### src/rtl/rv_loader_pkg.sv
// Shared definitions for the instruction-memory loader: state encoding,
// default geometry and error-cause codes.
package rv_loader_pkg;

  localparam int LOADER_ADDR_W = 12;
  localparam int LOADER_DATA_W = 32;
  localparam int LOADER_DEPTH  = 4096;
  localparam int CSUM_W        = 32;

  localparam logic [1:0] ERR_NONE = 2'd0;
  localparam logic [1:0] ERR_LEN  = 2'd1;
  localparam logic [1:0] ERR_CSUM = 2'd2;

  typedef enum logic [2:0] {
    ST_IDLE  = 3'd0,
    ST_LEN   = 3'd1,
    ST_LOAD  = 3'd2,
    ST_CHECK = 3'd3,
    ST_RUN   = 3'd4,
    ST_ERR   = 3'd5
  } loader_state_e;

  // States in which the loader consumes stream words.
  function automatic logic state_busy(input loader_state_e s);
    return (s == ST_LEN) || (s == ST_LOAD) || (s == ST_CHECK);
  endfunction

endpackage

### src/rtl/loader_checksum.sv
// Running mod-2^32 sum of payload words; only instantiated when
// LOADER_CHECKSUM_EN is defined.
module loader_checksum
  import rv_loader_pkg::*;
(
  input  logic              clk,
  input  logic              reset,
  input  logic              clear,
  input  logic              enable,
  input  logic [CSUM_W-1:0] word,
  output logic [CSUM_W-1:0] sum
);

  always_ff @(posedge clk) begin
    if (!reset) begin
      sum <= '0;
    end else if (clear) begin
      sum <= '0;
    end else if (enable) begin
      sum <= sum + word;
    end
  end

endmodule

### src/rtl/imem_loader.sv
// Boot loader: takes a length-framed word stream, writes it into the core's
// instruction RAM, then releases the core. Optional trailer check: LOADER_CHECKSUM_EN.
module imem_loader
  import rv_loader_pkg::*;
#(
  parameter int ADDR_W = LOADER_ADDR_W,
  parameter int DATA_W = LOADER_DATA_W,
  parameter int DEPTH  = LOADER_DEPTH
) (
  input  logic              clk,
  input  logic              reset,
  input  logic              start,
  input  logic              s_valid,
  input  logic [DATA_W-1:0] s_data,
  output logic              s_ready,
  output logic              mem_we,
  output logic [ADDR_W-1:0] mem_addr,
  output logic [DATA_W-1:0] mem_wdata,
  output logic              core_run,
  output logic              busy,
  output logic              done,
  output logic              err,
  output logic [ADDR_W:0]   words_loaded
);

  loader_state_e   state, state_nxt;
  logic [ADDR_W:0] len_q;
  logic            accept;
  logic            start_ok;
  logic            len_bad;
  logic            last_word;

  assign accept    = s_valid && s_ready;
  assign start_ok  = start && ((state == ST_IDLE) || (state == ST_RUN) || (state == ST_ERR));
  assign len_bad   = (s_data == '0) || ({1'b0, s_data} > (DATA_W + 1)'(DEPTH));
  assign last_word = (words_loaded + (ADDR_W + 1)'(1)) == len_q;

`ifdef LOADER_CHECKSUM_EN
  logic [CSUM_W-1:0] csum;
  logic              csum_ok;

  loader_checksum u_checksum (
    .clk    (clk),
    .reset  (reset),
    .clear  ((state == ST_IDLE) || start_ok),
    .enable ((state == ST_LOAD) && accept),
    .word   (s_data[CSUM_W-1:0]),
    .sum    (csum)
  );

  assign csum_ok = (s_data[CSUM_W-1:0] == csum);
`endif

  always_comb begin
    state_nxt = state;
    case (state)
      ST_IDLE, ST_RUN, ST_ERR: begin
        if (start) state_nxt = ST_LEN;
      end
      ST_LEN: begin
        if (accept) state_nxt = len_bad ? ST_ERR : ST_LOAD;
      end
      ST_LOAD: begin
`ifdef LOADER_CHECKSUM_EN
        if (accept && last_word) state_nxt = ST_CHECK;
`else
        if (accept && last_word) state_nxt = ST_RUN;
`endif
      end
`ifdef LOADER_CHECKSUM_EN
      ST_CHECK: begin
        if (accept) state_nxt = csum_ok ? ST_RUN : ST_ERR;
      end
`endif
      default: state_nxt = ST_IDLE;
    endcase
  end

  // Status flags follow the next state; core_run lags entry into RUN by one
  // cycle so the core only leaves reset after the final RAM write has landed.
  always_ff @(posedge clk) begin
    if (!reset) begin
      state        <= ST_IDLE;
      len_q        <= '0;
      s_ready      <= 1'b0;
      busy         <= 1'b0;
      done         <= 1'b0;
      err          <= 1'b0;
      core_run     <= 1'b0;
      mem_we       <= 1'b0;
      mem_addr     <= '0;
      mem_wdata    <= '0;
      words_loaded <= '0;
    end else begin
      state    <= state_nxt;
      s_ready  <= state_busy(state_nxt);
      busy     <= state_busy(state_nxt);
      done     <= (state_nxt == ST_RUN);
      err      <= (state_nxt == ST_ERR);
      core_run <= (state == ST_RUN) && (state_nxt == ST_RUN);
      mem_we   <= 1'b0;

      if ((state == ST_IDLE) || start_ok) begin
        words_loaded <= '0;
      end

      if ((state == ST_LEN) && accept) begin
        len_q <= s_data[ADDR_W:0];
      end

      if ((state == ST_LOAD) && accept) begin
        mem_we       <= 1'b1;
        mem_addr     <= words_loaded[ADDR_W-1:0];
        mem_wdata    <= s_data;
        words_loaded <= words_loaded + (ADDR_W + 1)'(1);
      end
    end
  end

endmodule

### config.mk
export PLATFORM = sky130hd
export DESIGN_NAME = imem_loader
export DESIGN_NICKNAME = d
export VERILOG_FILES = /design/src/rtl/rv_loader_pkg.sv /design/src/rtl/loader_checksum.sv /design/src/rtl/imem_loader.sv
export SDC_FILE = /design/constraint.sdc
export NUM_CORES = 1
export LEC_CHECK = 0
export ABC_CLOCK_PERIOD_IN_PS = 3500
export CAP_MARGIN = 20
export CORE_ASPECT_RATIO = 1.2
export CORE_UTILIZATION = 52
export CTS_CLUSTER_DIAMETER = 50
export DETAILED_ROUTE_END_ITERATION = 12
export GPL_ROUTABILITY_DRIVEN = 1
export PLACE_DENSITY = 0.9
export SYNTH_ARGS = -nofsm -noshare
export SYNTH_HDL_FRONTEND = slang
export SYNTH_HIERARCHICAL = 1
export SYNTH_SLANG_ARGS = --single-unit
### constraint.sdc
create_clock -name clk -period 3.5 [get_ports clk]
set_clock_uncertainty 0.1 [all_clocks]
set_input_delay 0.875 -clock clk [delete_from_list [all_inputs] [get_ports clk]]
set_output_delay 0.875 -clock clk [all_outputs]
set_load 0.05 [all_outputs]
==> results.sh <==
export IMPL_status="finished, final reports clean"
export IMPL_r2r_start="words_loaded[1]"
export IMPL_dp_hpwl_um=6819
export IMPL_ir_drop_uv=281.9
export IMPL_hold_path_startpoint="mem_addr[4]"
export IMPL_maxSlewViolCount=0
export IMPL_cts_tree="yes"
export IMPL_crit_arrival_ns=1.91
export IMPL_synthesis_nets=477
export IMPL_cpMaxStageDelayCell="clkdlybuf4s50_1"
export IMPL_period_needed_ns=2.882
export IMPL_dieArea_um2=7581
export IMPL_grt_overflow=0
export IMPL_synth_seq_cells=78
export IMPL_dp_slack_ns=0.3961
export IMPL_regToRegEndpoint="busy"
export IMPL_cap_violations=0
export IMPL_fin_area_um2=4974
export IMPL_critPathMaxFanout=12
export IMPL_async_flop_share_pct=0
export IMPL_root_buffer="clkbuf_8"
export IMPL_setup_viol=0
export IMPL_hold_path_end="mem_addr[4]"
export IMPL_setup_ws_ns=0.6180
export IMPL_synth_distinct_cells=64
export IMPL_synth_xor_area_share_pct=3.625
export IMPL_synthAdderAreaFrac_pct=0.3326
export IMPL_insertion_delay_ns=0.35
export IMPL_synth_edf_count=0
export IMPL_critPathKind="flop to output pin"
export IMPL_crit_chain="clkdlybuf4s50_1"
export IMPL_final_common_cell="nand2_1"
export IMPL_fmax_mhz=347.0
export IMPL_ctsHtreeMaxLevel=3
export IMPL_dr_pass1_iters=5
export IMPL_port_buffers=98
export IMPL_cts_resized=0
export IMPL_yosysWarningCount=6
export IMPL_r2r_cells=7
export IMPL_grt_use_total_pct=26.49
export IMPL_syn_to_final_growth_pct=32.19
export IMPL_clock_sinks=78
export IMPL_yosys_most_used_dff="dfxtp_1"
export IMPL_worst_path_largest_cell_delay_ns=0.90
export IMPL_reg2reg_slack_ns=0.77
export IMPL_num_vias=3490
export IMPL_syn_area_per_cell_um2=8.551
export IMPL_gp_congestion=0.9198
export IMPL_hold_depth=2
export IMPL_setup_tns_ns=0
export IMPL_die_h_um=95.18
export IMPL_rsz0062_at_grt="false"
export IMPL_rows=33
export IMPL_synth_simple_gate_area_share_pct=27.04
export IMPL_synth_seq_area_share_pct=41.50
export IMPL_maxSlewHeadroom_pct=52.38
export IMPL_netlist_instances=440
export IMPL_die_w_um=79.65
export IMPL_hold_path_class="flop to flop"
export IMPL_place_area_um2=4751
export IMPL_wire_per_inst_um=15.74
export IMPL_drtIter0Drc=374
export IMPL_drive_above_1_share_pct=7.547
export IMPL_path_buf_inv=1
export IMPL_worst_pin_slew_ns=0.7142
export IMPL_ioPinCount=99
export IMPL_drtAntennaViolNets=0
export IMPL_hold_violations=0
export IMPL_synth_top_family_by_area="simple AND/OR/NAND/NOR gates"
export IMPL_grt_max_degree=50
export IMPL_synth_area_mux_share_pct=4.024
export IMPL_nNetsFinal=563
export IMPL_cp_end_kind="output pin"
export IMPL_routed_via_density=5.656
export IMPL_drc_errors=0
export IMPL_routed_wl_um=9714
export IMPL_finalCritPeriodShare_pct=82.34
export IMPL_crit_required_ns=2.52
export IMPL_ctsHoldBuffers=0
export IMPL_core_area_um2=6895
export IMPL_grt_pass1_wl_um=15410
export IMPL_cts_made_buffers=9
export IMPL_final_util_pct=72.13
export IMPL_clk_path_buf_depth=2
export IMPL_p_per_area_nw_per_um2=357.0
export IMPL_cts_setup_buffers=0
export IMPL_worst_setup_path_start_kind="flop"
export IMPL_grt_pass1_vias=3206
export IMPL_leakage_nw=1.717
export IMPL_final_cell_mix="99 x nand2_1, 97 x clkdlybuf4s50_1, 78 x dfxtp_1"
export IMPL_crit_start="words_loaded[4]"
export IMPL_diodes=0
export IMPL_antenna_found_initial=0
export IMPL_path_clk_slew_ns=0.07
export IMPL_start_util_pct=54.56
export IMPL_worst_path_dominant_cell_family="buffers and inverters"
export IMPL_synth_area_um2=3762
export IMPL_synth_compound_area_share_pct=18.32
-- synthesized netlist by cell type (all sizes together), types with 5 or more instances --
cell type  count  share of area [%]
nor3           8                1.1
xnor2          6                1.4
inv            6               0.60
xor2           7                1.6
dfxtp         78                 42
nand2        100                 10
clkbuf        18                1.8
nor2b         21                3.5
nand3         11                1.9
nor4          10                1.7
and3           5               0.86
nand4          7                1.5
a21boi        46                9.2
nor2          15                1.6
mux2i         14                3.7
buf           11                2.5
o21ai         14                1.9
a21oi         10                1.3
-- metal layers --
metal | routed length [um] | vias to the layer above | track usage, %
met5 | 0 | - | 0
met4 | 238 | 0 | 13.03
met3 | 538 | 25 | 4.115
met2 | 4903 | 127 | 44.87
met1 | 4034 | 1640 | 32.52
li1 | - | 1698 | -
-- area by class of cell --
class	instances	area [um2]
Inverter	6	22.52
Sequential cell	78	1562
Fill cell	532	1922
Clock inverter	3	67.56
Tap cell	87	108.9
Multi-Input combinational cell	326	2017
Timing Repair Buffer	105	1041
Clock buffer	12	155.1
-- registers in the layout, summed over array words and instances (netlist names) --
name and cells:
words_loaded 13, busy 1, mem_wdata 32, state 3, done 1, mem_addr 12
len_q 13, err 1, mem_we 1, core_run 1
-- worst min-delay path, delay by kind of cell, from the launching register on --
family	cells	cell delay, ns
AND/OR/NAND/NOR	1	0.04
flip-flops	1	0.31
AO/OA/AOI/OAI	1	0.06
-- report_power, final --
group / leakage [nW] / switching, mW / internal (mW) / total (mW)
clock: 0.109 / 0.316 / 0.437 / 0.753
combinational: 0.980 / 0.0571 / 0.0677 / 0.125
sequential: 0.629 / 0.00540 / 0.892 / 0.898
-- stage by stage --
stage          hold slack (ns)  instances  total power, mW
3_5_place_dp            0.3577        602            1.041
4_1_cts                 0.3680        617            1.785
2_1_floorplan           0.4026        440           0.9772
5_1_grt                 0.3907        617            1.830
3_3_place_gp            0.3509        602            1.039
6_report                0.3648        617            1.775
-- worst max-delay path by stage --
stage	end	slack, ns	depth (start not counted)
after floorplan	busy	0.84	8
after global placement	state[1]	0.47	7
after detailed placement	state[1]	0.40	7
after CTS	words_loaded[4]	0.63	1
after global routing	state[1]	0.56	7
final	words_loaded[4]	0.62	1
-- cells by family after synthesis --
| kind of cell | Yosys count |
|---|---|
| AND/OR/NAND/NOR | 199 |
| AO/OA/AOI/OAI | 97 |
| flip-flops | 78 |
| buffers and inverters | 36 |
| multiplexers | 15 |
| XOR/XNOR | 14 |
| adder cells (fa/ha/maj) | 1 |
Note: power is estimated with default switching activity, not from simulation.
